**config.mk**
```make
export PLATFORM = sky130hd
export DESIGN_NAME = sdrc_bank_req_queue_flat
export DESIGN_NICKNAME = d
export VERILOG_FILES = /design/src/rtl/sdrc_bank_req_queue_if.sv /design/src/rtl/sdrc_bank_req_queue.sv /design/src/flat_wrapper.sv
export SDC_FILE = /design/constraint.sdc
export NUM_CORES = 1
export LEC_CHECK = 0
export ABC_AREA = 1
export BUFFER_PORTS_ARGS = -buffer_cell sky130_fd_sc_hd__buf_2
export CAP_MARGIN = 20
export CELL_PAD_IN_SITES_DETAIL_PLACEMENT = 0
export CELL_PAD_IN_SITES_GLOBAL_PLACEMENT = 1
export CORE_AREA = 2 2 204 206
export CTS_CLUSTER_SIZE = 25
export DETAILED_ROUTE_END_ITERATION = 8
export DIE_AREA = 0 0 206 208
export PLACE_DENSITY_LB_ADDON = 0.1
export SLEW_MARGIN = 10
export SYNTH_ARGS = -nofsm -noshare
export SYNTH_HDL_FRONTEND = slang
export SYNTH_SLANG_ARGS = --single-unit
```
**constraint.sdc**
```tcl
create_clock -name clk -period 7.5 [get_ports clk]
set_input_delay 0.375 -clock clk [delete_from_list [all_inputs] [get_ports clk]]
set_output_delay 0.375 -clock clk [all_outputs]
set_load 0.1 [all_outputs]
```
**src/rtl/sdrc_bank_req_queue_if.sv**
```systemverilog
// rtl/sdrc_bank_req_queue_if.sv - request-generator to bank-control handshake bundle
interface sdrc_bank_req_queue_if #(
  parameter int DEPTH        = 4,
  parameter int REQ_BW       = 12,
  parameter int SDR_REQ_ID_W = 4
);
  localparam int CW = $clog2(DEPTH) + 1;

  // request side
  logic                    r2b_req;
  logic [SDR_REQ_ID_W-1:0] r2b_req_id;
  logic                    r2b_start;
  logic                    r2b_last;
  logic                    r2b_wrap;
  logic                    r2b_write;
  logic [1:0]              r2b_ba;
  logic [12:0]             r2b_raddr;
  logic [12:0]             r2b_caddr;
  logic [REQ_BW-1:0]       r2b_len;
  logic                    b2r_ack;
  logic                    b2r_arb_ok;

  // head-of-queue side
  logic                    q_valid;
  logic                    q_ready;
  logic [SDR_REQ_ID_W-1:0] q_req_id;
  logic                    q_start;
  logic                    q_last;
  logic                    q_wrap;
  logic                    q_write;
  logic [1:0]              q_ba;
  logic [12:0]             q_raddr;
  logic [12:0]             q_caddr;
  logic [REQ_BW-1:0]       q_len;
  logic                    q_row_hit;
  logic [CW-1:0]           q_count;

  // precharge notifications
  logic [3:0]              bank_close;
  logic                    close_all;

  modport master (
    output r2b_req, r2b_req_id, r2b_start, r2b_last, r2b_wrap, r2b_write,
           r2b_ba, r2b_raddr, r2b_caddr, r2b_len, q_ready, bank_close, close_all,
    input  b2r_ack, b2r_arb_ok, q_valid, q_req_id, q_start, q_last, q_wrap,
           q_write, q_ba, q_raddr, q_caddr, q_len, q_row_hit, q_count
  );

  modport slave (
    input  r2b_req, r2b_req_id, r2b_start, r2b_last, r2b_wrap, r2b_write,
           r2b_ba, r2b_raddr, r2b_caddr, r2b_len, q_ready, bank_close, close_all,
    output b2r_ack, b2r_arb_ok, q_valid, q_req_id, q_start, q_last, q_wrap,
           q_write, q_ba, q_raddr, q_caddr, q_len, q_row_hit, q_count
  );
endinterface

```
**src/rtl/sdrc_bank_req_queue.sv**
```systemverilog
// rtl/sdrc_bank_req_queue.sv - in-order bank request FIFO with open-row tracking
module sdrc_bank_req_queue #(
  parameter int DEPTH        = 4,
  parameter int REQ_BW       = 12,
  parameter int SDR_REQ_ID_W = 4
) (
  input  logic                  clk,
  input  logic                  reset_n,
  sdrc_bank_req_queue_if.slave  bus
);
  localparam int AW = $clog2(DEPTH);
  localparam int CW = AW + 1;

  logic [AW-1:0]           r_wr_ptr;
  logic [AW-1:0]           r_rd_ptr;
  logic [CW-1:0]           r_count;

  logic [SDR_REQ_ID_W-1:0] r_id    [DEPTH];
  logic                    r_start [DEPTH];
  logic                    r_last  [DEPTH];
  logic                    r_wrap  [DEPTH];
  logic                    r_write [DEPTH];
  logic [1:0]              r_ba    [DEPTH];
  logic [12:0]             r_raddr [DEPTH];
  logic [12:0]             r_caddr [DEPTH];
  logic [REQ_BW-1:0]       r_len   [DEPTH];

  logic [3:0]              r_open_valid;
  logic [12:0]             r_open_row [4];

  logic                    w_push;
  logic                    w_pop;
  logic                    w_q_valid;

  // Ack is withheld during reset so the generator never sees a request accepted into a queue being cleared.
  assign w_q_valid      = (r_count != '0);
  assign w_push         = reset_n & bus.r2b_req & (r_count < CW'(DEPTH));
  assign w_pop          = w_q_valid & bus.q_ready;

  assign bus.b2r_ack    = w_push;
  // Two free slots leave room for both halves of a page-split request.
  assign bus.b2r_arb_ok = (CW'(DEPTH) - r_count) >= CW'(2);
  assign bus.q_valid    = w_q_valid;
  assign bus.q_count    = r_count;

  // Head fields are zeroed when the queue is empty so stale entries never leak out.
  assign bus.q_req_id   = w_q_valid ? r_id[r_rd_ptr]    : '0;
  assign bus.q_start    = w_q_valid ? r_start[r_rd_ptr] : 1'b0;
  assign bus.q_last     = w_q_valid ? r_last[r_rd_ptr]  : 1'b0;
  assign bus.q_wrap     = w_q_valid ? r_wrap[r_rd_ptr]  : 1'b0;
  assign bus.q_write    = w_q_valid ? r_write[r_rd_ptr] : 1'b0;
  assign bus.q_ba       = w_q_valid ? r_ba[r_rd_ptr]    : '0;
  assign bus.q_raddr    = w_q_valid ? r_raddr[r_rd_ptr] : '0;
  assign bus.q_caddr    = w_q_valid ? r_caddr[r_rd_ptr] : '0;
  assign bus.q_len      = w_q_valid ? r_len[r_rd_ptr]   : '0;

  assign bus.q_row_hit  = w_q_valid & r_open_valid[bus.q_ba] &
                          (r_open_row[bus.q_ba] == bus.q_raddr);

  // Pointer and occupancy bookkeeping; pointers wrap naturally since DEPTH is a power of two.
  always_ff @(posedge clk) begin
    if (!reset_n) begin
      r_wr_ptr <= '0;
      r_rd_ptr <= '0;
      r_count  <= '0;
    end else begin
      if (w_push) r_wr_ptr <= r_wr_ptr + AW'(1);
      if (w_pop)  r_rd_ptr <= r_rd_ptr + AW'(1);
      case ({w_push, w_pop})
        2'b10:   r_count <= r_count + CW'(1);
        2'b01:   r_count <= r_count - CW'(1);
        default: r_count <= r_count;
      endcase
    end
  end

  // Entry storage needs no reset: the head is masked whenever the queue is empty.
  always_ff @(posedge clk) begin
    if (w_push) begin
      r_id[r_wr_ptr]    <= bus.r2b_req_id;
      r_start[r_wr_ptr] <= bus.r2b_start;
      r_last[r_wr_ptr]  <= bus.r2b_last;
      r_wrap[r_wr_ptr]  <= bus.r2b_wrap;
      r_write[r_wr_ptr] <= bus.r2b_write;
      r_ba[r_wr_ptr]    <= bus.r2b_ba;
      r_raddr[r_wr_ptr] <= bus.r2b_raddr;
      r_caddr[r_wr_ptr] <= bus.r2b_caddr;
      r_len[r_wr_ptr]   <= bus.r2b_len;
    end
  end

  // Open-row table: closes applied first, then a pop re-opens its bank so it wins a same-cycle close.
  always_ff @(posedge clk) begin
    if (!reset_n) begin
      r_open_valid <= '0;
      for (int b = 0; b < 4; b++) r_open_row[b] <= '0;
    end else begin
      for (int b = 0; b < 4; b++) begin
        if (bus.close_all || bus.bank_close[b]) r_open_valid[b] <= 1'b0;
      end
      if (w_pop) begin
        r_open_valid[bus.q_ba] <= 1'b1;
        r_open_row[bus.q_ba]   <= bus.q_raddr;
      end
    end
  end
endmodule

```
**src/flat_wrapper.sv**
```systemverilog
// flat-port wrapper written by rule: the top's interface ports become plain ports
module sdrc_bank_req_queue_flat 
#(
  parameter int DEPTH        = 4,
  parameter int REQ_BW       = 12,
  parameter int SDR_REQ_ID_W = 4
)
  (clk, reset_n, bus_r2b_req, bus_r2b_req_id, bus_r2b_start, bus_r2b_last, bus_r2b_wrap, bus_r2b_write, bus_r2b_ba, bus_r2b_raddr, bus_r2b_caddr, bus_r2b_len, bus_q_ready, bus_bank_close, bus_close_all, bus_b2r_ack, bus_b2r_arb_ok, bus_q_valid, bus_q_req_id, bus_q_start, bus_q_last, bus_q_wrap, bus_q_write, bus_q_ba, bus_q_raddr, bus_q_caddr, bus_q_len, bus_q_row_hit, bus_q_count);
  sdrc_bank_req_queue_if #(.DEPTH(DEPTH), .REQ_BW(REQ_BW), .SDR_REQ_ID_W(SDR_REQ_ID_W)) bus_i ();
  input  logic clk;
  input  logic reset_n;
  input wire logic [$bits(bus_i.r2b_req)-1:0] bus_r2b_req;
  input wire logic [$bits(bus_i.r2b_req_id)-1:0] bus_r2b_req_id;
  input wire logic [$bits(bus_i.r2b_start)-1:0] bus_r2b_start;
  input wire logic [$bits(bus_i.r2b_last)-1:0] bus_r2b_last;
  input wire logic [$bits(bus_i.r2b_wrap)-1:0] bus_r2b_wrap;
  input wire logic [$bits(bus_i.r2b_write)-1:0] bus_r2b_write;
  input wire logic [$bits(bus_i.r2b_ba)-1:0] bus_r2b_ba;
  input wire logic [$bits(bus_i.r2b_raddr)-1:0] bus_r2b_raddr;
  input wire logic [$bits(bus_i.r2b_caddr)-1:0] bus_r2b_caddr;
  input wire logic [$bits(bus_i.r2b_len)-1:0] bus_r2b_len;
  input wire logic [$bits(bus_i.q_ready)-1:0] bus_q_ready;
  input wire logic [$bits(bus_i.bank_close)-1:0] bus_bank_close;
  input wire logic [$bits(bus_i.close_all)-1:0] bus_close_all;
  output wire logic [$bits(bus_i.b2r_ack)-1:0] bus_b2r_ack;
  output wire logic [$bits(bus_i.b2r_arb_ok)-1:0] bus_b2r_arb_ok;
  output wire logic [$bits(bus_i.q_valid)-1:0] bus_q_valid;
  output wire logic [$bits(bus_i.q_req_id)-1:0] bus_q_req_id;
  output wire logic [$bits(bus_i.q_start)-1:0] bus_q_start;
  output wire logic [$bits(bus_i.q_last)-1:0] bus_q_last;
  output wire logic [$bits(bus_i.q_wrap)-1:0] bus_q_wrap;
  output wire logic [$bits(bus_i.q_write)-1:0] bus_q_write;
  output wire logic [$bits(bus_i.q_ba)-1:0] bus_q_ba;
  output wire logic [$bits(bus_i.q_raddr)-1:0] bus_q_raddr;
  output wire logic [$bits(bus_i.q_caddr)-1:0] bus_q_caddr;
  output wire logic [$bits(bus_i.q_len)-1:0] bus_q_len;
  output wire logic [$bits(bus_i.q_row_hit)-1:0] bus_q_row_hit;
  output wire logic [$bits(bus_i.q_count)-1:0] bus_q_count;
  assign bus_i.r2b_req = bus_r2b_req;
  assign bus_i.r2b_req_id = bus_r2b_req_id;
  assign bus_i.r2b_start = bus_r2b_start;
  assign bus_i.r2b_last = bus_r2b_last;
  assign bus_i.r2b_wrap = bus_r2b_wrap;
  assign bus_i.r2b_write = bus_r2b_write;
  assign bus_i.r2b_ba = bus_r2b_ba;
  assign bus_i.r2b_raddr = bus_r2b_raddr;
  assign bus_i.r2b_caddr = bus_r2b_caddr;
  assign bus_i.r2b_len = bus_r2b_len;
  assign bus_i.q_ready = bus_q_ready;
  assign bus_i.bank_close = bus_bank_close;
  assign bus_i.close_all = bus_close_all;
  assign bus_b2r_ack = bus_i.b2r_ack;
  assign bus_b2r_arb_ok = bus_i.b2r_arb_ok;
  assign bus_q_valid = bus_i.q_valid;
  assign bus_q_req_id = bus_i.q_req_id;
  assign bus_q_start = bus_i.q_start;
  assign bus_q_last = bus_i.q_last;
  assign bus_q_wrap = bus_i.q_wrap;
  assign bus_q_write = bus_i.q_write;
  assign bus_q_ba = bus_i.q_ba;
  assign bus_q_raddr = bus_i.q_raddr;
  assign bus_q_caddr = bus_i.q_caddr;
  assign bus_q_len = bus_i.q_len;
  assign bus_q_row_hit = bus_i.q_row_hit;
  assign bus_q_count = bus_i.q_count;
  sdrc_bank_req_queue #(.DEPTH(DEPTH), .REQ_BW(REQ_BW), .SDR_REQ_ID_W(SDR_REQ_ID_W)) u_core (.clk(clk), .reset_n(reset_n), .bus(bus_i));
endmodule
```
==> summary.md, run 1 <==
| Metric | Value |
|---|---|
| Max-slew headroom | about two fifths |
| Reg-to-reg endpoint | u_core.r_open_row[2][7] |
| Clock slew at reported path FFs | 0.06 ns |
| Dpl hpwl | 17.1 mm |
| Port bufs | between 100 and 150 |
| Fin nets | 1147 |
| RSZ-0062 raised after global routing | false |
| P_int | 0.00290 W |
| Fin Hold WS | 0.0428 ns |
| Worst Hold Class | in2reg |
| Fin crit period | 4.28 ns |
| Total GRT Usage | 13.7% |
| Area added between synthesis and finish | 17.7% |
| Ys Warns | 0 |
| Crit path max fanout | 96 |
| # rows | 74 |
| Total power | 0.00578 W |
| Vias in the first global route | 7196 |
| Final Hold Viols | 0 |
| PostCTS Resize Cnt | 0 |
| Chip height | approximately 210 um |
| Net Sw Frac | 49.9% |
| CTS Sinks | 257 |
| Sequential Power Share | 29.7% |
| Antenna-violating nets left | 0 |
| Fmax | 234 MHz |
| Initial antenna violation count | 6 |
| Root Buffer | clkbuf_16 |
| Largest net degree at the start of global routing | 97 |
| Final setup viols | 0 |
| Combinational power share | 46.8% |
| Layout fillers | 4230 |
| Clk pwr share | 23.5% |
| Final TNS setup | 0 ns |
| Worst Hold Endpoint | u_core.r_id[3][0] |
| CP endpoint kind | output port |
| Net switching power | 0.00289 W |
| Placeable Area | 0.0406 sq mm |
| Final critical-path share of the clock period | 57.0% |
| Synthesized flop and latch total | between 200 and 300 |
| Max Cap Viol | 0 |
| Syn_nets | 1047 |
| RD Place Congestion | approximately 0.7 |
| Setup crit start kind | register |
| Grt total ovfl | 0 |
| Initial DRC Count | 437 |
| Max H-tree Level | 1 |
| DRC violations left | 0 |
| Worst-Skew Late Latency | 0.55 ns |
| Worst path arrival time | ~4 ns |
| R2R depth | 5 |
| Hold Buf Count CTS | 0 |
| Register area share after synthesis | about 70% |
| Via/cell ratio | approximately 4.3 |
| Pleak | 4.85 nW |
| Worst-Margin Slew | 0.904 ns |
| Hold Path Depth | 1 |
| Clock Skew | 0.0179 ns |
| Die area | 0.0428 sq mm |
| Syn Area/Cell | 11.1 sq um |
| # IOs | between 100 and 150 |
| Starting Density | 26.9% |
| N_diodes | 0 |
| TritonRoute pass-1 iters | 5 |
| Post-Route WL | 29.3 mm |
| Share of cells above drive strength 1 | about 17% |
| First-pass GRT wire length | 44.3 mm |
| CTS buffer count | 30 |
| PwrDens | 451 mW/mm^2 |
| Reg2reg setup slack | between 3 and 4 ns |
| Avg WL per Cell | 17.9 um |
| Max VDD drop | slightly above 0.3 mV |
| Crit Path Category | reg2out |
| CP required | 7.12 ns |
| Syn Inst Count | between 900 and 1000 |
| Vias | around 7100 |
| Yosys cell types | 30 |
| Hold Crit Start | bus_r2b_req_id[0] |
| Status | completed |
| Die W | ~210 um |
| Longest Clk Path Bufs | 3 |
| Fin. max-slew vios | 0 |
| # Post-CTS Setup Buffers | 0 |
| Synthesized cell area | 0.0109 sq mm |
| CTS tree | yes |
## layout make-up
cell class | instances | area [sq um] | share of cell area (%)
tap | 532 | 666 | 5.19
clock buffer | 42 | 827 | 6.44
inverter | 52 | 200 | 1.56
sequential | 257 | 7590 | 59.1
clock inverter | 14 | 93.8 | 0.731
timing repair buffer | 119 | 616 | 4.80
multi-input combinational | 620 | 2840 | 22.1
## worst max path at each step
stage	from	to	slack, ns	cells after the start
floorplan	u_core.bus.q_count[0]	u_core.r_ba[0][0]	2.07	7
global placement	register	bus_q_row_hit	3.75	16
detailed placement	register	bus_q_row_hit	3.67	16
CTS	register	bus_q_row_hit	3.06	16
global route	register	bus_q_row_hit	2.69	16
finish	register	bus_q_row_hit	3.22	16
## routing by layer
metal  vias to the layer above  track usage [%]  routed length [um]
met5                         -                0                  69
met4                        12             2.88                 491
met3                        47             2.55                1250
met2                       124             22.6               13700
met1                      3363             18.6               13700
li1                       3548                -                   -
## worst max-delay path: stages, from the launching register on
cell	delay, ns
dfxtp_4	0.42
inv_6	0.52
nand2_2	0.09
nand3_2	0.37
nand3_4	0.44
inv_2	0.35
nand2_1	0.08
nand2_1	0.06
nand2_1	0.07
nand2_1	0.07
nand2_1	0.05
nand2_1	0.05
nand2_1	0.08
nor2_1	0.10
nand2_1	0.06
nor2_1	0.08
buf_2	0.42
## cells in the mapped netlist
cell	number	area [sq um]
nand3_4	1	17.5
nor2_1	236	886
inv_1	46	173
nor2_8	1	20.0
buf_2	14	70.1
nand3_1	23	115
nand3_2	4	40.0
o21ai_1	3	15.0
nand2_1	170	638
or2_2	1	6.26
o31ai_1	1	7.51
o21ai_0	90	450
nand2_4	1	11.3
dfxtp_1	13	260
fa_1	1	20.0
nor2_2	4	25.0
buf_4	9	67.6
or2_1	1	6.26
clkbuf_1	19	71.3
nand4_1	19	119
buf_6	9	101
nand2_2	2	12.5
a21oi_1	41	205
xor2_1	1	8.76
inv_2	5	18.8
o22a_1	10	87.6
ha_1	9	113
edfxtp_1	244	7330
and3_1	1	6.26
inv_6	1	8.76
## kinds of logic (layout without fill, tap and decap cells)
group           after synthesis  in the layout  synth area share, %
simple gates                464            464                 17.4
flops                       257            257                 69.6
compound gates              145            145                 7.02
buf+inv                     103            227                 4.68
fa+ha+maj                    10             10                 1.22
xor+xnor                      1              1               0.0803
## per-stage QoR
step,setup slack (ns),instance area (sq um),cells,util [%]
after floorplan,2.07,10900,980,-
after global placement,3.75,11900,1580,29.4
after detailed placement,3.67,11900,1580,29.4
after CTS,3.06,12800,1636,31.7
after global routing,2.69,12800,1636,31.7
final,3.22,12800,1636,31.7
## flip-flops by register name (all words and copies together) (netlist names), named ones only
register             flops
u_core.bus.q_count       3
u_core.r_last            4
u_core.r_wrap            4
u_core.r_caddr          52
u_core.r_ba              8
u_core.r_open_valid      4
u_core.r_rd_ptr          2
u_core.r_id             16
u_core.r_start           4
u_core.r_open_row       52
u_core.r_len            48
u_core.r_wr_ptr          2
u_core.r_raddr          52
u_core.r_write           4
## power groups by stage
stage	clock, W	combinational (W)	sequential, W
final	0.00136	0.00271	0.00172
after floorplan	0	0.00218	0.00177
after global placement	0	0.00276	0.00175
after global routing	0.00146	0.00292	0.00173
after detailed placement	0	0.00276	0.00175
after CTS	0.00141	0.00277	0.00172
## layout by cell type (no fill, tap or decap), types with 10 or more instances in the layout
cell type,netlist,final
inv_1,46,45
dfxtp_1,13,11
clkbuf_1,19,10
nor2_1,236,232
a21oi_1,41,41
nand3_1,23,23
clkbuf_16,0,31
nand4_1,19,19
edfxtp_1,244,244
buf_2,14,111
o22a_1,10,10
o21ai_0,90,90
nand2_1,170,170
(Power assumes the default switching activity.)
==> run 2: changes to the inputs <==
Clock period 7.5 ns to 4.2 ns, I/O delays scaled along.
==> run 2 against run 1 <==
  * Non-clock buffer count rose by 64
  * Wire length rose by 1.6%
  * Register-to-register slack got worse by 2.5 ns
  * Clock-buffer cell count fell by 6
  * Largest power group unchanged
==> summary.md, run 2 (synthesis gave the netlist of run 1 again) <==
| Metric | Value |
|---|---|
| PostCTS Resize Cnt | 0 (unchanged) |
| Root Buffer | clkbuf_16 |
| TritonRoute pass-1 iters | 5 (unchanged) |
| Layout fillers | 4158 (-1.7%) |
| Final non-filler cell area | 0.0135 sq mm (+5.0%) |
| Max VDD drop | 0.620 mV (+100%) |
| Status | completed |
| CTS tree | yes |
| Hold Path Depth | 3 (+2) |
| Largest net degree at the start of global routing | 55 (-43%) |
| Sequential Power Share | 29.2% (-0.5 points) |
| # rows | 74 (unchanged) |
| CP endpoint kind | output port |
| R2R depth | 8 (+3) |
| Crit Path Category | reg2out |
| Initial DRC Count | 406 (-7.1%) |
| CTS Sinks | 257 (unchanged) |
| Origin of the critical flop-to-flop path | u_core.bus.q_count[0] |
| Fin crit period | 3.37 ns |
| CTS buffer count | 31 (+3.3%) |
| Chip height | 208 um (unchanged) |
| Via/cell ratio | 4.31 (-0.52%) |
| Final setup viols | 0 (unchanged) |
| # IOs | 112 (unchanged) |
| Die W | 206 um (unchanged) |
| Max Cap Viol | 0 (unchanged) |
| RD Place Congestion | 0.675 (-6.1%) |
| Final Hold Viols | 0 (unchanged) |
| Worst Hold Class | in2reg |
| Register Area | 0.00759 sq mm (about the same) |
| Starting Density | 26.9% (unchanged) |
| Area added between synthesis and finish | 23.6% |
| Combinational power share | 47.6% (+0.8 points) |
| Post-Route WL | 29.7 mm (+1.6%) |
| Largest registers | u_core.r_caddr (52), u_core.r_open_row (52), u_core.r_raddr (52) |
| PwrDens | 776 mW/mm^2 (+72%) |
| Net Sw Frac | 49.6% (-0.24 points) |
| Vias | 7299 (+2.9%) |
| DRC violations left | 0 (unchanged) |
| Fin. max-slew vios | 0 (unchanged) |
| Die area | 0.0428 sq mm (unchanged) |
| Placeable Area | 0.0406 sq mm (unchanged) |
| Max H-tree Level | 1 (unchanged) |
| Setup ws final | 0.826 ns (-2.40 ns) |
| Fin nets | 1212 (+5.7%) |
| Crit path max fanout | 34 (-65%) |
| Hold Buf Count CTS | 54 (+54) |
| Vias in the first global route | 7589 (+5.5%) |
| First-pass GRT wire length | 46.1 mm (+3.9%) |
| Reg-to-reg endpoint | u_core.r_len[0][0] |
| Multi-input logic area | 0.00286 sq mm (+0.53%) |
| Most frequent cells in the layout | 244 x edfxtp_1, 228 x nor2_1, 170 x nand2_1, 110 x buf_2, 90 x o21ai_0 |
| Setup crit start kind | register |
| RSZ-0062 raised after global routing | false |
| Longest Clk Path Bufs | 3 (unchanged) |
| Worst-Skew Late Latency | 0.56 ns (about the same) |
| Port bufs | 111 (unchanged) |
| Most common cell after layout, fill and taps aside | edfxtp_1 |
| # Post-CTS Setup Buffers | 0 (unchanged) |
| Clk pwr share | 23.2% (-0.3 points) |
| Total GRT Usage | 14.1% (+0.41 points) |
| DP Area | 0.0120 sq mm (+1.0%) |
| Worst-Margin Slew | 0.840 ns (-0.0634 ns) |
| Avg WL per Cell | 17.6 um (-1.8%) |
| Max-slew headroom | 44.0% (+4.2 points) |
| Reg2reg setup slack | 1.40 ns (-2.52 ns) |
| CP required | 3.99 ns (-3.13 ns) |
| Clock slew at reported path FFs | 0.05 ns (about the same) |
| Pre-CTS setup slack | 1.30 ns (-2.37 ns) |
| Worst Hold Endpoint | u_core.bus.q_count[0] |
| Net switching power | 0.00519 W (+80%) |
| Clock Skew | 0.0205 ns (+0.00253 ns) |
| Worst path arrival time | 3.16 ns (-0.74 ns) |
| P_int | 0.00527 W (+82%) |
| Initial antenna violation count | 3 (-3) |
| Fmax | approximately 300 MHz |
| Dpl hpwl | 18.2 mm (+6.0%) |
| Pleak | 5.11 nW (+5.4%) |
| Grt total ovfl | 0 (unchanged) |
| Antenna-violating nets left | 0 (unchanged) |
| Share of cells above drive strength 1 | 17.3% (+0.32 points) |
| Final critical-path share of the clock period | 80.3% |
| Hold Crit Start | reset_n |
==> run 2: final cells by class <==
class / instances / area share (%)
sequential: 257 / 56.3
multi-input combinational: 620 / 21.2
timing repair buffer: 183 / 9.34
clock buffer: 36 / 5.89
tap: 532 / 4.94
inverter: 52 / 1.48
clock inverter: 11 / 0.798
antenna: 1 / 0.0186
==> run 2: critical path: stages, from the launching register on <==
cell     delay [ns]
dfxtp_2        0.32
inv_1          0.10
ha_1           0.25
ha_2           0.20
inv_2          0.08
nand3_4        0.36
inv_2          0.34
nand2_1        0.08
nand2_1        0.10
nand2_1        0.08
nand3_1        0.08
nand2_1        0.06
nor2_1         0.10
nand3_1        0.13
nor2_4         0.15
buf_12         0.18
==> run 2: how the worst max path moves through the flow <==
| stage | from | end | slack [ns] | cells past startpoint |
|---|---|---|---|---|
| 2_1_floorplan | u_core.bus.q_count[0] | u_core.r_ba[1][0] | -0.12 | 7 |
| 3_3_place_gp | register | bus_q_row_hit | 1.33 | 14 |
| 3_5_place_dp | register | bus_q_row_hit | 1.30 | 14 |
| 4_1_cts | register | bus_q_row_hit | 0.71 | 14 |
| 5_1_grt | u_core.bus.q_count[0] | bus_q_row_hit | 0.51 | 17 |
| 6_report | u_core.bus.q_count[0] | bus_q_row_hit | 0.83 | 15 |
==> run 2: layer usage <==
layer	vias up	GRT usage (%)	wire length (um)
met5	-	0	24
met2	114	23.3	14000
met1	3473	19.4	14100
li1	3676	-	-
met3	32	2.62	1300
met4	4	2.32	310
==> run 2: power by group through the flow <==
| stage | clock network [W] | registers (W) | logic, W |
|---|---|---|---|
| floorplan | 0 | 0.00317 | 0.00390 |
| global route | 0.00262 | 0.00307 | 0.00536 |
| global placement | 0 | 0.00310 | 0.00504 |
| detailed placement | 0 | 0.00310 | 0.00503 |
| CTS | 0.00251 | 0.00305 | 0.00509 |
| finish | 0.00243 | 0.00305 | 0.00498 |
==> run 2: metrics by stage <==
| step | hold WS, ns | setup TNS, ns | std cells | utilization (%) | total power, W |
|---|---|---|---|---|---|
| 2_1_floorplan | 0.309 | -22.40 | 980 | - | 0.00707 |
| 3_3_place_gp | 0.419 | 0 | 1590 | 29.7 | 0.00815 |
| 3_5_place_dp | 0.419 | 0 | 1590 | 29.7 | 0.00814 |
| 4_1_cts | 0.00741 | 0 | 1691 | 33.2 | 0.0106 |
| 5_1_grt | 0.0341 | 0 | 1692 | 33.2 | 0.0110 |
| 6_report | 0.0354 | 0 | 1692 | 33.2 | 0.0105 |
==> run 3: changes to the inputs <==
Clock period 4.2 ns to 3 ns, I/O delays scaled along.
==> run 3 against run 2 <==
  * Sequential cell count unchanged
  * First-iteration DRC count up 2.2%
  * Core utilization up 1.6 points
  * Non-clock buffer count up 32
  * Via count up 3.5%
  * Cell area up 4.7%
  * Global-route usage up 0.37 points
  * Die area unchanged
  * Sequential share of layout area down 2.5 points
  * Worst hold slack worse by 0.0088 ns
  * Clock-buffer cell count up 4
  * Critical path depth up 3
==> summary.md, run 3 (synthesis gave the netlist of run 1 again) <==
| Metric | Value |
|---|---|
| Combinational power share | 50.1% (+2.5 points) |
| Clock Skew | 0.00793 ns (-0.0125 ns) |
| Crit path max fanout | 7 (-79%) |
| Setup crit start kind | register |
| Grt total ovfl | 0 (unchanged) |
| Dpl hpwl | 18.2 mm (about the same) |
| Fin nets | 1246 (+2.8%) |
| Vias | 7557 (+3.5%) |
| Chip height | 208 um (unchanged) |
| Worst Hold Class | in2reg |
| Area added between synthesis and finish | 29.4% |
| First-pass GRT wire length | 47.1 mm (+2.4%) |
| Final setup viols | 0 (unchanged) |
| PwrDens | 1100 mW/mm^2 (+41%) |
| P_int | 0.00781 W (+48%) |
| Sequential Power Share | 27.7% (-1.5 points) |
| Net switching power | 0.00767 W (+48%) |
| Pleak | 5.35 nW (+4.6%) |
| CTS tree | yes |
| DP Area | 0.0123 sq mm (+2.1%) |
| Hold Path Depth | 5 (+2) |
| Fin crit period | a little under 3 ns |
| Final Hold Viols | 0 (unchanged) |
| Starting Density | 26.9% (unchanged) |
| Die W | 206 um (unchanged) |
| Share of cells above drive strength 1 | 22.0% (+4.8 points) |
| Fin. max-slew vios | 0 (unchanged) |
| Pre-CTS setup slack | 0.238 ns (-1.07 ns) |
| Reg2reg setup slack | 0.38 ns (-1.02 ns) |
| RD Place Congestion | 0.724 (+7.3%) |
| Max Cap Viol | 0 (unchanged) |
| Initial DRC Count | 415 (+2.2%) |
| Die area | 0.0428 sq mm (unchanged) |
| Initial antenna violation count | 2 (-1) |
| Net Sw Frac | 49.5% (-0.089 points) |
| CP endpoint kind | output port |
| RSZ-0062 raised after global routing | true |
| Worst-Margin Slew | 0.614 ns (-0.226 ns) |
| Hold Crit Start | bus_q_ready |
| DRC violations left | 0 (unchanged) |
| Clock slew at reported path FFs | 0.06 ns (about the same) |
| Max-slew headroom | 59.0% (+15 points) |
| Antenna-violating nets left | 0 (unchanged) |
| # rows | 74 (unchanged) |
| Reg-to-reg endpoint | u_core.bus.q_count[1] |
| Largest net degree at the start of global routing | 49 (-11%) |
| Status | completed |
| Setup ws final | 0.0938 ns (-0.732 ns) |
| CTS buffer count | 31 (unchanged) |
| Most frequent cells in the layout | 244 x edfxtp_1, 224 x nor2_1, 150 x nand2_1, 107 x buf_2, 90 x o21ai_0 |
| TritonRoute pass-1 iters | 4 (-1) |
| Final critical-path share of the clock period | 96.9% |
| Max H-tree Level | 1 (unchanged) |
| Avg WL per Cell | 17.8 um (+1.2%) |
| Crit Path Category | reg2out |
| Root Buffer | clkbuf_16 |
| Port bufs | 111 (unchanged) |
| Max VDD drop | 1.09 mV (+76%) |
| Origin of the critical flop-to-flop path | u_core.bus.q_count[1] |
| CP required | 2.85 ns (-1.14 ns) |
| R2R depth | 13 (+5) |
| Total power | 0.0155 W (+48%) |
| Longest Clk Path Bufs | 3 (unchanged) |
| Worst-Skew Late Latency | 0.56 ns (about the same) |
| Via/cell ratio | 4.36 (+1.0%) |
| Fin Hold WS | 0.0266 ns (-0.00876 ns) |
| N_diodes | 0 (-1) |
| Most common cell after layout, fill and taps aside | edfxtp_1 |
| Vias in the first global route | 7775 (+2.5%) |
| Final non-filler cell area | 0.0141 sq mm (+4.7%) |
| Placeable Area | 0.0406 sq mm (unchanged) |
| Total GRT Usage | 14.4% (+0.37 points) |
| Fmax | 344 MHz |
| Largest registers | u_core.r_caddr (52), u_core.r_open_row (52), u_core.r_raddr (52) |
| Post-Route WL | 30.9 mm (+3.8%) |
| Worst Hold Endpoint | u_core.r_open_valid[1] |
| Clk pwr share | 22.2% (-1.0 points) |
| # IOs | 112 (unchanged) |
| Worst path arrival time | 2.76 ns (-0.40 ns) |
| CTS Sinks | 257 (unchanged) |
[run 3: through the flow]
step	util (%)	TNS [ns]	std cells
floorplan	-	-4.42	980
global placement	30.3	0	1600
detailed placement	30.3	0	1600
CTS	34.4	0	1724
global route	34.8	-0.105	1734
finish	34.8	0	1734
[run 3: worst max-delay path by stage]
stage                          startpoint             to  slack (ns)
floorplan           u_core.bus.q_count[0]   bus_q_len[0]       -0.15
global placement    u_core.bus.q_count[1]  bus_q_row_hit        0.24
detailed placement  u_core.bus.q_count[1]  bus_q_row_hit        0.24
CTS                 u_core.bus.q_count[1]  bus_q_row_hit        0.02
global route        u_core.bus.q_count[1]  bus_q_row_hit       -0.10
finish              u_core.bus.q_count[1]  bus_q_row_hit        0.09
[run 3: repair_timing]
action | in CTS | in global routing
gates resized for setup | 17 | 28
setup buffers | 8 | 9
gates cloned | 1 | 1
hold endpoints to repair | 202 | 0
setup endpoints to repair | 1 | 1
pin swaps | 3 | 17
hold buffers | 59 | 0
[run 3: power by group through the flow]
| stage | clock network [W] | logic (W) | registers, W |
|---|---|---|---|
| after floorplan | 0 | 0.00562 | 0.00445 |
| after global routing | 0.00369 | 0.00832 | 0.00431 |
| final | 0.00343 | 0.00776 | 0.00429 |
| after CTS | 0.00354 | 0.00765 | 0.00429 |
| after global placement | 0 | 0.00734 | 0.00437 |
| after detailed placement | 0 | 0.00732 | 0.00437 |
[run 3: layout make-up]
cell class	count	area, sq um
fillers	4127	26400
flip-flops and latches	257	7600
multi-input cells	621	3020
repair buffers	215	1660
clock buffers	40	810
well taps	532	666
inverters	52	230
clock inverters	16	115
repair inverters	1	8.76
[run 3: metal layers]
metal / vias up / GRT usage [%] / part of all wire, %
li1: 3762 / - / -
met1: 3645 / 19.3 / 46
met2: 109 / 24.5 / 48
met3: 37 / 2.46 / 3.4
met4: 4 / 2.91 / 1.9
met5: - / 0 / 0.071
[run 3: worst max-delay path: stages, from the launching register on]
cell and delay, ns:
dfxtp_4 0.37, inv_4 0.04, ha_4 0.16, ha_4 0.18
inv_6 0.09, nand3_4 0.19, buf_12 0.22, nand2_2 0.06
nand2_2 0.05, nand2_2 0.06, nand2_1 0.05, nand2_1 0.06
nand2_1 0.05, inv_1 0.06, nand2_2 0.06, nor2_4 0.11
nand2_2 0.07, nor2_4 0.13, buf_12 0.18
